File: config.mk
export PLATFORM = sky130hd
export DESIGN_NAME = keyed_c17_array
export DESIGN_NICKNAME = d
export VERILOG_FILES = /design/src/rtl/keyed_c17_pkg.sv /design/src/rtl/c17_slice.sv /design/src/rtl/keyed_c17_array.sv
export SDC_FILE = /design/constraint.sdc
export NUM_CORES = 1
export LEC_CHECK = 0
export BUFFER_PORTS_ARGS = -buffer_cell sky130_fd_sc_hd__buf_2
export CORE_AREA = 10 10 73 56
export CTS_CLUSTER_SIZE = 28
export DETAILED_ROUTE_END_ITERATION = 8
export DIE_AREA = 0 0 83 66
export HOLD_SLACK_MARGIN = 0.08
export PLACE_DENSITY = 0.72
export SKIP_CTS_REPAIR_TIMING = 1
export SYNTH_ARGS = -nofsm -noshare
export SYNTH_HDL_FRONTEND = slang
export SYNTH_SLANG_ARGS = --single-unit
export TNS_END_PERCENT = 5
File: constraint.sdc
create_clock -name clk -period 1.4 [get_ports clk]
set_clock_uncertainty 0.05 [all_clocks]
set_input_delay 0.21 -clock clk [delete_from_list [all_inputs] [get_ports clk]]
set_output_delay 0.21 -clock clk [all_outputs]
set_load 0.005 [all_outputs]
File: src/rtl/keyed_c17_pkg.sv
// Shared constants and types for the key-locked c17 lane array.
package keyed_c17_pkg;
    localparam int KEY_W = 4;

    // Key bit positions: which mux each key bit steers.
    localparam int K_M0 = 0;
    localparam int K_M1 = 1;
    localparam int K_M2 = 2;
    localparam int K_M3 = 3;

    typedef enum logic [1:0] {
        LOCKED = 2'd0,
        SHIFT  = 2'd1,
        COMMIT = 2'd2,
        ACTIVE = 2'd3
    } key_state_e;
endpackage

File: src/rtl/c17_slice.sv
// One combinational c17 lane with key-selected muxes; the loop path goes through fb.
module c17_slice
    import keyed_c17_pkg::*;
(
    input  logic [KEY_W-1:0] key,
    input  logic             fb,
    input  logic             n1,
    input  logic             n2,
    input  logic             n3,
    input  logic             n6,
    input  logic             n7,
    output logic             n22,
    output logic             n23
);
    logic m0, m1, m2, m3;
    logic n10, n11, n16, n19;

    assign m1  = key[K_M1] ? n2 : n1;
    assign m0  = key[K_M0] ? fb : m1;
    assign n10 = ~(m0 & n3);
    assign n11 = ~(n3 & n6);
    assign n16 = ~(n2 & n11);
    assign n19 = ~(n11 & n7);
    assign m3  = key[K_M3] ? fb : n10;
    // Decoy mux: both legs are the same net, so k2 never changes the function.
    assign m2  = key[K_M2] ? m3 : m3;
    assign n22 = ~(m2 & n16);
    assign n23 = ~(n16 & n19);
endmodule

File: src/rtl/keyed_c17_array.sv
// LANES keyed c17 slices behind a serial key loader, one registered output stage
// and per-lane N22 feedback registers.
module keyed_c17_array
    import keyed_c17_pkg::*;
#(
    parameter int unsigned LANES = 4
) (
    input  logic             clk,
    input  logic             rst,
    input  logic             key_start,
    input  logic             key_valid,
    input  logic             key_sin,
    output logic             key_busy,
    input  logic             in_valid,
    output logic             in_ready,
    input  logic [LANES-1:0] in_n1,
    input  logic [LANES-1:0] in_n2,
    input  logic [LANES-1:0] in_n3,
    input  logic [LANES-1:0] in_n6,
    input  logic [LANES-1:0] in_n7,
    output logic             out_valid,
    input  logic             out_ready,
    output logic [LANES-1:0] out_n22,
    output logic [LANES-1:0] out_n23
);
    key_state_e       state;
    logic [KEY_W-1:0] shadow;
    logic [KEY_W-1:0] key;
    logic [1:0]       cnt;
    logic [LANES-1:0] fb;
    logic [LANES-1:0] n22, n23;
    logic             accept;

    assign key_busy = (state == SHIFT) || (state == COMMIT);
    assign in_ready = (state == ACTIVE) && (!out_valid || out_ready);
    assign accept   = in_valid && in_ready;

    for (genvar i = 0; i < LANES; i++) begin : gen_lane
        c17_slice u_slice (
            .key (key),
            .fb  (fb[i]),
            .n1  (in_n1[i]),
            .n2  (in_n2[i]),
            .n3  (in_n3[i]),
            .n6  (in_n6[i]),
            .n7  (in_n7[i]),
            .n22 (n22[i]),
            .n23 (n23[i])
        );
    end

    // Key loader: bits arrive k0 first and shift in from the top.
    always_ff @(posedge clk) begin
        if (rst) begin
            state  <= LOCKED;
            shadow <= '0;
            key    <= '0;
            cnt    <= '0;
        end else begin
            case (state)
                LOCKED: if (key_start) begin
                    state <= SHIFT;
                    cnt   <= '0;
                end
                SHIFT: if (key_start) begin
                    cnt <= '0;
                end else if (key_valid) begin
                    shadow <= {key_sin, shadow[KEY_W-1:1]};
                    cnt    <= cnt + 2'd1;
                    if (cnt == 2'd3) state <= COMMIT;
                end
                COMMIT: begin
                    key   <= shadow;
                    state <= ACTIVE;
                end
                ACTIVE: if (key_start) begin
                    state <= SHIFT;
                    cnt   <= '0;
                end
                default: state <= LOCKED;
            endcase
        end
    end

    // Output stage drains regardless of loader state; only acceptance is gated.
    always_ff @(posedge clk) begin
        if (rst) begin
            fb        <= '0;
            out_valid <= 1'b0;
            out_n22   <= '0;
            out_n23   <= '0;
        end else begin
            if (state == COMMIT) fb <= '0;
            else if (accept)     fb <= n22;

            if (accept) begin
                out_valid <= 1'b1;
                out_n22   <= n22;
                out_n23   <= n23;
            end else if (out_ready) begin
                out_valid <= 1'b0;
            end
        end
    end
endmodule

# Yosys cells after proc, flatten, opt, wreduce, memory -nomap -nowiden
# Index checks and enable logic that the tools add are counted.
dict set report totals {
  output_inout_bits 11
  mem_count 0
  latch_bits 0
  mem_bits_rw 0
  mem_bits_ro 0
  ff_bits 25
  in_bits 27
}
dict set report op_classes {
  div_mod_pow 0
  n_addsub 1
  order_cmp 0
  n_shift 0
  eq_ne 9
  reduce_logical 13
  n_mul 0
  n_mux 23
  n_bitwise 49
}
# op n
set ops {}
lappend ops {{inverter 1 bit} 25}
lappend ops {{bitwise AND 1 bit} 24}
lappend ops {{2-to-1 mux 1 bit} 14}
lappend ops {{2-to-1 mux 2 bit} 7}
lappend ops {{== test 2 bit, second input constant} 3}
lappend ops {{one-hot mux 2 bit (3 select lines)} 1}
lappend ops {{AND reduction 3 bit} 2}
lappend ops {{inequality test 2 x 1 -> 1 bit, second input constant} 2}
lappend ops {{inequality test 2 bit, second input constant} 2}
lappend ops {{one-hot mux 2 bit (2 select lines)} 1}
lappend ops {{AND reduction 4 bit} 1}
lappend ops {{nonzero test 2 bit} 2}
lappend ops {{OR reduction 2 bit} 2}
lappend ops {{inequality test 3 bit, second input constant} 1}
lappend ops {{adder 2 x 1 -> 2 bit, second input constant} 1}
lappend ops {{== test 2 x 1 -> 1 bit, second input constant} 1}
lappend ops {{logical AND 1 bit} 2}
lappend ops {{logical NOT 2 bit} 1}
lappend ops {{logical OR 1 bit} 2}
lappend ops {{logical NOT 1 bit} 1}

# Depth between registers and ports, before layout
# Gate-level depths: netlist of the first run.
dict set report depth {
  word_depth 7
  depth_mapped 6
  depth_no_buf 6
}

# Modules after synthesis
# A second synthesis of the first run with hierarchy kept.
dict set report hier_totals {
  hier_cells 161
  hier_area_um2 1355.0
}
# module cells_each instances area_each_um2
set by_module_without_submodules {}
lappend by_module_without_submodules {keyed_c17_array 125 1 1139.8}
lappend by_module_without_submodules {c17_slice 9 4 53.8}

# Worst setup path before layout of the first run
# OpenSTA, ideal clock, no wires.
dict set report synth_timing {
  path_type {reg-to-reg}
  start {register state[0]}
  end {register state[0]}
  path_buffers 0
  t_arrival_ns 1.314
  stages_incl_launch_ff 6
  setup_ns 0.115
  synth_period_minus_slack_ns 1.479
  setup_slack_ns -0.079
  cell_sequence {dfxtp_1 inv_1 ha_1 a222oi_1 nor2_1 o21a_1}
}
dict set report synth_via {
  elab_chain_cells 4
  elab_cells_between_ends 11
  cone_classes {eq/ne (7); mux (1); reduce/logical (3)}
}
# item line
set synth_rtl {}
lappend synth_rtl {{from (decl)} keyed_c17_array.sv:26} ;# key_state_e state;
lappend synth_rtl {{from (signal assigned)} keyed_c17_array.sv:55} ;# state <= LOCKED;
lappend synth_rtl {{from (signal assigned)} keyed_c17_array.sv:62} ;# state <= SHIFT;
lappend synth_rtl {{from (signal assigned)} keyed_c17_array.sv:70} ;# if (cnt == 2'd3) state <= COMMIT;
lappend synth_rtl {{== test 2 bit or logical NOT 2 bit (tied branches)} keyed_c17_array.sv:60} ;# case (state)
lappend synth_rtl {{OR reduction 2 bit (no source line)} n/a}
lappend synth_rtl {{inequality test 2 x 1 -> 1 bit (no source line)} n/a}
lappend synth_rtl {{AND reduction 4 bit (no source line)} n/a}
# Several ways; a longest one is shown, not always the timed one.
# A chain may end at the register's enable or synchronous reset.

# Worst setup path in the final report of the first run
dict set report layout_timing {
  start {register state[0]}
  end {output port key_busy}
}
dict set report layout_via {
  elab_chain_cells 2
  elab_cells_between_ends 3
  cone_classes {eq/ne (2); reduce/logical (1)}
}
# item line
set layout_rtl {}
lappend layout_rtl {{== test 2 x 1 -> 1 bit or == test 2 bit (tied branches)} keyed_c17_array.sv:34} ;# assign key_busy = (state == SHIFT) || (state == COMMIT);
lappend layout_rtl {{logical OR 1 bit *} keyed_c17_array.sv:34}
lappend layout_rtl {{to (decl)} keyed_c17_array.sv:13} ;# output logic key_busy,
# Mark *: on every way between the ends. The rest lies on a longest branch, timed or not.

==> results of run 1 <==
==> final cells by class <==
class                           instances  area, µm²
Sequential cell                        24        494
Timing Repair Buffer                   49        285
Inverter                                7       33.8
Tap cell                               36       45.0
Fill cell                             254       1130
Clock buffer                            4       66.3
Multi-Input combinational cell         91        663
==> worst register-to-register path: stages (launching register included) <==
cell and delay, ns:
dfxtp_4 0.39, inv_4 0.05, ha_4 0.15, a222oi_1 0.33
buf_4 0.18, nor2_1 0.04, a211oi_1 0.16
==> cell families after synthesis <==
logic type      Yosys count  synth area share
flops                    24             0.414
fa+ha+maj                 5            0.0539
buf+inv                  12            0.0432
mux                       7            0.0647
compound gates           38             0.252
simple gates             41             0.172
==> synthesized netlist by cell type, types with 4 or more instances <==
| cell type | n | area (µm²) |
|---|---|---|
| o211ai_1 | 4 | 30.0 |
| nor2_1 | 8 | 30.0 |
| nand3_1 | 5 | 25.0 |
| o2111ai_1 | 8 | 70.1 |
| inv_1 | 7 | 26.3 |
| mux2_2 | 4 | 45.0 |
| nand2b_1 | 5 | 31.3 |
| a21oi_1 | 11 | 55.1 |
| o211a_1 | 8 | 80.1 |
| dfxtp_1 | 24 | 480 |
| ha_1 | 5 | 62.6 |
| nand2_1 | 17 | 63.8 |
==> layer usage <==
layer	vias up	share of wire
li1	564	-
met1	498	0.47
met2	20	0.48
met3	4	0.035
met5	-	0
met4	0	0.018
==> worst max path at each step <==
stage | endpoint | slack [ns] | cells after the start
floorplan | state[0]$_SDFFE_PP0P_ | 0.005 | 5
global placement | state[1]$_SDFFE_PP0P_ | -0.06 | 5
detailed placement | state[1]$_SDFFE_PP0P_ | -0.10 | 5
CTS | key_busy | -0.15 | 5
global route | state[1]$_SDFFE_PP0P_ | -0.11 | 6
finish | key_busy | -0.07 | 5
==> state kept, by name, summed over array words and instances (netlist names) <==
signal,count
out_valid,1
fb,4
cnt,2
out_n22,4
out_n23,4
state,2
shadow,4
key,3
==> power by group <==
| group | internal [mW] | switching (mW) |
|---|---|---|
| combinational | 0.468 | 0.377 |
| sequential | 0.761 | 0.0735 |
| clock | 0.310 | 0.208 |
==> summary.md, run 1 <==
| Metric | Value |
|---|---|
| Status | finished with violations |
| Failing checks | negative setup slack |
| Clock Tree Buf Depth | 2 |
| Final setup TNS | -0.194 ns |
| Share of cells above drive strength 1 | 0.417 |
| Clk sinks | 24 |
| Rows | 16 |
| Crit end category | primary output |
| Distinct cells, synth | 29 |
| Die area | 5480 µm² |
| Die height | 66 µm |
| GPL Wtd Cong | 0.793 |
| CTS H-tree depth | 1 |
| Core area | 2720 µm² |
| DRC Markers | 0 |
| Total Routing Usage GR | 0.102 |
| Final setup vio count | 4 |
| I/O pin total | 38 |
| Post-synth EDFFs | 0 |
| Initial antenna violation count | 0 |
| Worst EP arrival | 1.21 ns |
| Max-Cap Viols | 0 |
| Synth Cell Area | 1160 µm² |
| Synth async-reset ratio | 0 |
| Tcrit/Tclk final | 1.05 |
| Critical path, cell by cell | inv_4 > ha_4 > buf_6 > inv_4 > buf_6 |
| CP startpoint | state[0]$_SDFFE_PP0P_ |
| Routing usage on met1 | 0.117 |
| Clk_lat worst skew | 0.27 ns |
| CP Buf/Inv Count | 4 |
| CP max stage cell | dfxtp_4 |
| Commonest non-fill, non-tap cells in the layout | buf_2, dfxtp_1, nand2_1 |
| PD cells | 1380 nW/µm² |
| Synthesis warning total | 0 |
| Design area | 1590 µm² |
| Finished Layout Cells | 211 |
| Syn nets | 159 |
| Seq/Total Area, Yosys | 0.414 |
| Max FO, Critical Path | 4 |
| Drt total wl | 3000 µm |
| FMAX | 679 MHz |
| CTS buffer count | 3 |
| Port Buffers | 37 |
| RSZ-0062 raised after global routing | yes |
| RR Endpoint | state[1]$_SDFFE_PP0P_ |
| Root Driver | clkbuf_8 |
| Slew Viols, Final | 0 |
| CP Class | reg2out |
| Max incr delay on CP | 0.39 ns |
| Static Leak | 0.757 nW |
| Hold crit path type | in2reg |
| Worst EP required | 1.14 ns |
| R2R cell count | 6 |
| Largest net degree at the start of global routing | 18 |
| R2r startpoint | state[1]$_SDFFE_PP0P_ |
| Post-synth top flop | dfxtp_1 |
| Hold WS | 0.138 ns |
| Die width | 83 µm |
| Hold_sp | key_sin |
| Most common cell after layout, fill and taps aside | buf_2 |
| Final ANT Viol Nets | 0 |
| Post-synthesis register bit count | 24 |
| Layout area overhead | 36.9% |
| Worst-Margin Slew | 0.308 ns |
| Placed Area | 1470 µm² |
| Met3 usage | 0.0296 |
| Diode count | 0 |
| Cell count after placement | 204 |
| Initial DRC Count | 46 |
| Synth Instances | 127 |
| First-pass GRT wire length | 4690 µm |
| Total Power | 2.20 mW |
| Initial Utilization | 0.426 |
| Tmin final | 1.47 ns |
| Avg Inst Size Synth | 9.13 µm² |
| Worst setup margin | -0.0728 ns |
| Busiest grt layer | met2 |
| CP Launch Type | register |
| Routed len/inst | 14.2 µm |
| Post-DP HPWL | 2440 µm |
| Hold Path Cell Cnt | 3 |
| Worst Hold End | shadow[3]$_SDFFE_PP0P_ |
| R2r setup slk | -0.04 ns |
| Maximum VDD drop | 0.682 mV |
| GR Util met2 | 0.173 |
| CTS tree | done |
| Clock Pin Slew Worst Setup and Hold Paths | 0.08 ns |
| Crit-path leading delay family | flip-flops |
| Via density | 5.15 |
| Number of global-route vias before repair | 1071 |
| Via count | 1086 |
| GRT Residual Overflow | 0 |
| Util after Layout | 0.583 |
| Worst slack, placed | -0.101 ns |
| Hold Vio Cnt, Final | 0 |
| Relative slew margins | 0.794 |
| Final nets | 208 |
| Pre-antenna DRT Iters | 4 |
(Power assumes the default switching activity.)
==> inputs of run 2 (changes only) <==
--- a/config.mk
+++ b/config.mk
@@ -5,13 +5,15 @@
 export SDC_FILE = /design/constraint.sdc
 export NUM_CORES = 1
 export LEC_CHECK = 0
+export ABC_AREA = 1
+export ABC_CLOCK_PERIOD_IN_PS = 1400
 export BUFFER_PORTS_ARGS = -buffer_cell sky130_fd_sc_hd__buf_2
-export CORE_AREA = 10 10 73 56
+export CORE_AREA = 10 10 74 57
 export CTS_CLUSTER_SIZE = 28
 export DETAILED_ROUTE_END_ITERATION = 8
-export DIE_AREA = 0 0 83 66
+export DIE_AREA = 0 0 84 67
 export HOLD_SLACK_MARGIN = 0.08
-export PLACE_DENSITY = 0.72
+export PLACE_DENSITY = 0.73
 export SKIP_CTS_REPAIR_TIMING = 1
 export SYNTH_ARGS = -nofsm -noshare
 export SYNTH_HDL_FRONTEND = slang
==> constraint.sdc (replaced) <==
create_clock -name clk -period 1.4 [get_ports clk]
set_clock_uncertainty 0.05 [all_clocks]
set_input_delay 0.21 -clock clk [delete_from_list [all_inputs] [get_ports clk]]
set_output_delay 0.21 -clock clk [all_outputs]
set_load 0.02 [all_outputs]
==> run 2 against run 1 <==
Effect of this change: sequential cell count stayed put; register-to-register slack gained 0.13 ns; count of clock-buffer cells in the layout is the same; combinational power is 27% higher; via count is 13% higher; sequential share of layout area decreased by 0.11 points; the flow now finishes without violations; routed wire length is 1.4% higher; critical path depth shrank 1; global-route usage increased by 0.52 points.
==> summary.md, run 2 <==
| Metric | Value |
|---|---|
| Relative slew margins | 0.807 |
| Syn nets | 226 |
| Final ANT Viol Nets | 0 |
| Commonest cells in the netlist | nand2_1, dfxtp_1, inv_1, nor2_1, a21oi_1 |
| Via density | 4.55 |
| Slew Viols, Final | 0 |
| Pre-antenna DRT Iters | 4 |
| Diode count | 0 |
| Share of cells above drive strength 1 | 0.247 |
| Root Driver | clkbuf_8 |
| Initial antenna violation count | 0 |
| DRC Markers | 0 |
| Finished Layout Cells | 271 |
| CTS buffer count | 3 |
| Synth Instances | 194 |
| Hold crit path type | in2reg |
| Clock Pin Slew Worst Setup and Hold Paths | 0.08 ns |
| Commonest non-fill, non-tap cells in the layout | nand2_1, buf_2, nor2_1, dfxtp_1, inv_1 |
| Post-synth top flop | dfxtp_1 |
| Hold Vio Cnt, Final | 0 |
| Final setup vio count | 0 |
| PD cells | 1560 nW/µm² |
| Distinct cells, synth | 18 |
| RSZ-0062 raised after global routing | yes |
| Clk sinks | 24 |
| Post-synthesis register bit count | 24 |
| Avg Inst Size Synth | 6.38 µm² |
| Largest area contributor in the netlist | dfxtp_1 |
| Synth Cell Area | 1240 µm² |
| Die area | 5630 µm² |
| Initial DRC Count | 76 |
| Synth async-reset ratio | 0 |
| Most common cell after layout, fill and taps aside | nand2_1 |
| Worst setup margin | 0.0266 ns |
| Final nets | 268 |
| Top cells by area, synth | dfxtp_1, nand2_1, inv_1, nor2_1, a21oi_1 |
| Tmin final | 1.37 ns |
| Routed len/inst | 11.2 µm |
| Synthesis warning total | 0 |
| Clk_lat worst skew | 0.26 ns |
| Post-synth EDFFs | 0 |
| Worst-Margin Slew | 0.289 ns |
| Max incr delay on CP | 0.35 ns |
| Worst EP arrival | 1.11 ns |
| Placed Area | 1470 µm² |
| Design area | 1570 µm² |
| Seq/Total Area, Yosys | 0.388 |
| CP Buf/Inv Count | 3 |
| Port Buffers | 37 |
| Clock Tree Buf Depth | 2 |
| Rows | 16 |
| CTS tree | done |
| Critical path, cell by cell | inv_2 > ha_4 > inv_4 > buf_6 |
| GRT Residual Overflow | 0 |
| First-pass GRT wire length | 5130 µm |
| Drt total wl | 3050 µm |
| CP Class | reg2out |
| Initial Utilization | 0.448 |
| Post-DP HPWL | 2400 µm |
| Max FO, Critical Path | 4 |
| Most common cell in the synthesized netlist | nand2_1 |
| Number of global-route vias before repair | 1127 |
| Static Leak | 0.815 nW |
| Largest net degree at the start of global routing | 14 |
| Crit-path leading delay family | flip-flops |
| Via count | 1232 |
| Crit end category | primary output |
| Total Routing Usage GR | 0.108 |
| Die width | 84 µm |
| Tcrit/Tclk final | 0.981 |
| Layout area overhead | 26.4% |
| Status | complete, no violations |
| GPL Wtd Cong | 0.846 |
| I/O pin total | 38 |
| FMAX | 728 MHz |
| CP max stage cell | dfxtp_2 |
| Filler Cell Count | 285 |
| CP Launch Type | register |
| Total Power | 2.44 mW |
| Maximum VDD drop | 0.802 mV |
| CTS H-tree depth | 1 |
| Worst slack, placed | 0.0241 ns |
| Synth top area share | 0.388 |
| Die height | 67 µm |
| Cell count after placement | 267 |
| Max-Cap Viols | 0 |
| Core area | 2760 µm² |
| Worst EP required | 1.14 ns |
## run 2: final timing paths
| check | startpoint | endpoint | slack [ns] | cells after the start |
|---|---|---|---|---|
| setup / recovery | state[0]$_SDFFE_PP0P_ | key_busy | 0.03 | 4 |
| hold / removal | key_sin | shadow[3]$_SDFFE_PP0P_ | 0.15 | 3 |
| setup reg to reg | state[0]$_SDFFE_PP0P_ | cnt[1]$_SDFFE_PP0P_ | 0.09 | 9 |
| hold reg to reg | out_n23[1]$_SDFFE_PP0P_ | out_n23[1]$_SDFFE_PP0P_ | 0.41 | 2 |
## run 2: cell families (layout without fill, tap and decap cells)
family	count (synthesis)	count (layout)	share of synthesized area
AOI/OAI and AO/OA	27	27	0.109
adders and majority gates	5	5	0.0505
buffers and inverters	30	71	0.101
DFF	24	24	0.388
and+or+nand+nor	108	108	0.352
## run 2: layer usage
metal  vias up  share of wire  track usage
met3         2          0.084       0.0401
met2        43           0.39        0.156
met5         -              0            0
met4         0         0.0089       0.0313
li1        676              -            -
met1       511           0.52        0.144
## run 2: area by class of cell
cell class | instances | area (µm²) | area share
multi-input combinational | 140 | 651 | 0.416
sequential | 24 | 485 | 0.310
timing repair buffer | 40 | 220 | 0.141
inverter | 27 | 109 | 0.0695
clock buffer | 4 | 55.1 | 0.0352
tap | 36 | 45.0 | 0.0288
## run 2: tightest hold or removal path, cell delays in order
cell and delay [ns]:
buf_2 0.07, o21ai_0 0.07, nor2_1 0.08
## run 2: per-stage QoR
stage | util | hold slack, ns | setup TNS, ns
after floorplan | - | 0.325 | 0
after global placement | 0.533 | 0.403 | 0
after detailed placement | 0.533 | 0.403 | 0
after CTS | 0.553 | 0.152 | -0.181
after global routing | 0.567 | 0.221 | -0.0615
final | 0.567 | 0.151 | 0
## run 2: report_power, final
group | leakage, nW | internal (mW) | switching, mW | total [mW]
registers | 0.196 | 0.812 | 0.0979 | 0.910
clock network | 0.0288 | 0.251 | 0.208 | 0.459
logic | 0.590 | 0.436 | 0.632 | 1.07
==> inputs of run 3 (changes only) <==
--- a/config.mk
+++ b/config.mk
@@ -14,6 +14,7 @@
 export DIE_AREA = 0 0 84 67
 export HOLD_SLACK_MARGIN = 0.08
 export PLACE_DENSITY = 0.73
+export REMOVE_ABC_BUFFERS = 1
 export SKIP_CTS_REPAIR_TIMING = 1
 export SYNTH_ARGS = -nofsm -noshare
 export SYNTH_HDL_FRONTEND = slang
==> run 3 against run 2 <==
Effect of this change: utilization fell by 0.45 points; worst setup slack improved by 0.010 ns; count of clock-buffer cells in the layout unchanged; first-iteration DRC count down 34%; combinational power about the same; clock power up 2%; global-route usage fell by 0.44 points; fmax grew 0.75%; critical endpoint unchanged; largest cell class unchanged; highest routed layer unchanged.
==> summary.md, run 3 (same netlist as run 2, synthesis figures left out) <==
| Metric | Value |
|---|---|
| Status | complete, no violations |
| Drt total wl | 3050 µm |
| GPL Wtd Cong | 0.830 |
| Sw Ratio | 0.388 |
| Worst-Margin Slew | 0.282 ns |
| Most common cell after layout, fill and taps aside | nand2_1 |
| Via count | 1234 |
| Maximum VDD drop | 0.930 mV |
| Largest net degree at the start of global routing | 14 |
| DRC Markers | 0 |
| Internal power component | 1.49 mW |
| Final nets | 267 |
| RSZ-0062 raised after global routing | yes |
| Clock Pin Slew Worst Setup and Hold Paths | 0.08 ns |
| FMAX | 734 MHz |
| FF+latch area | 485 µm² |
| Placed Area | 1470 µm² |
| Worst EP arrival | 1.10 ns |
| Clk sinks | 24 |
| PD cells | 1570 nW/µm² |
| Tcrit/Tclk final | 0.974 |
| Core area | 2760 µm² |
| Final ANT Viol Nets | 0 |
| Filler Cell Count | 284 |
| First-pass GRT wire length | 4950 µm |
| Max FO, Critical Path | 4 |
| Total Routing Usage GR | 0.103 |
| Hold crit path type | in2reg |
| Proportion of power drawn by combinational gates | 0.432 |
| Busiest grt layer | met2 |
| Routed len/inst | 11.3 µm |
| Die height | 67 µm |
| Area of the multi-input gates | 646 µm² |
| CP Class | reg2out |
| Total Power | 2.43 mW |
| Worst slack, placed | 0.0195 ns |
| Clk_lat worst skew | 0.27 ns |
| Worst EP required | 1.14 ns |
| Share of cells above drive strength 1 | 0.239 |
| Max-Cap Viols | 0 |
| Pre-antenna DRT Iters | 4 |
| Diode count | 0 |
| CTS buffer count | 3 |
| Flop pwr share | 0.375 |
| Final setup vio count | 0 |
| CTS tree | done |
| Tmin final | 1.36 ns |
| Initial DRC Count | 50 |
| Worst setup margin | 0.0368 ns |
| Static Leak | 0.810 nW |
| Post-DP HPWL | 2350 µm |
| CP Launch Type | register |
| Via density | 4.57 |
| Crit end category | primary output |
| Commonest non-fill, non-tap cells in the layout | nand2_1, buf_2, nor2_1, dfxtp_1, inv_1 |
| Die width | 84 µm |
| Root Driver | clkbuf_8 |
| Hold Vio Cnt, Final | 0 |
| Port Buffers | 37 |
| GR Util met2 | 0.151 |
| CTS H-tree depth | 1 |
| Rows | 16 |
| Number of global-route vias before repair | 1107 |
| Layout area overhead | 25.4% |
| Slew Viols, Final | 0 |
| Sw Pwr | 0.942 mW |
| Routing usage on met1 | 0.138 |
| Initial Utilization | 0.448 |
| GRT Residual Overflow | 0 |
| Clock Tree Buf Depth | 2 |
| Die area | 5630 µm² |
| Design area | 1550 µm² |
| Initial antenna violation count | 0 |
| Met3 usage | 0.0401 |
| Relative slew margins | 0.812 |
| Clk pwr share | 0.193 |
| I/O pin total | 38 |
run 3: cell type report:
class | instances | area share
Clock buffer | 4 | 0.0355
Inverter | 27 | 0.0701
Multi-Input combinational cell | 140 | 0.416
Sequential cell | 24 | 0.313
Tap cell | 36 | 0.0290
Timing Repair Buffer | 39 | 0.137
run 3: routing by layer:
| metal | wire length (µm) | up-vias |
|---|---|---|
| met2 | 1250 | 41 |
| li1 | - | 679 |
| met3 | 253 | 5 |
| met5 | 0 | - |
| met4 | 24 | 0 |
| met1 | 1520 | 509 |
run 3: through the flow:
step | instances | hold WS [ns] | TNS [ns] | utilization
finish | 270 | 0.143 | 0 | 0.562
global route | 270 | 0.151 | -0.0231 | 0.562
CTS | 270 | 0.137 | -0.196 | 0.550
detailed placement | 266 | 0.405 | 0 | 0.530
global placement | 266 | 0.402 | 0 | 0.530
floorplan | 191 | 0.229 | -0.0974 | -
run 3: power groups by stage:
stage	registers (mW)	clock network [mW]	logic, mW
floorplan	0.908	0	0.672
global placement	0.907	0	0.936
detailed placement	0.908	0	0.938
CTS	0.892	0.484	0.946
global route	0.930	0.502	1.21
finish	0.911	0.470	1.05
run 3: worst paths after layout:
path / startpoint / end / slack (ns) / depth (start not counted)
min reg2reg: out_n23[2]$_SDFFE_PP0P_ / out_n23[2]$_SDFFE_PP0P_ / 0.41 / 2
max: state[0]$_SDFFE_PP0P_ / key_busy / 0.04 / 4
max reg2reg: state[1]$_SDFFE_PP0P_ / out_valid$_SDFFE_PP0P_ / 0.09 / 7
min: key_sin / shadow[3]$_SDFFE_PP0P_ / 0.14 / 3
run 3: worst max-delay path, stage by stage, from the launching register on:
cell,delay [ns]
dfxtp_2,0.35
inv_2,0.04
ha_4,0.28
inv_4,0.04
buf_6,0.12
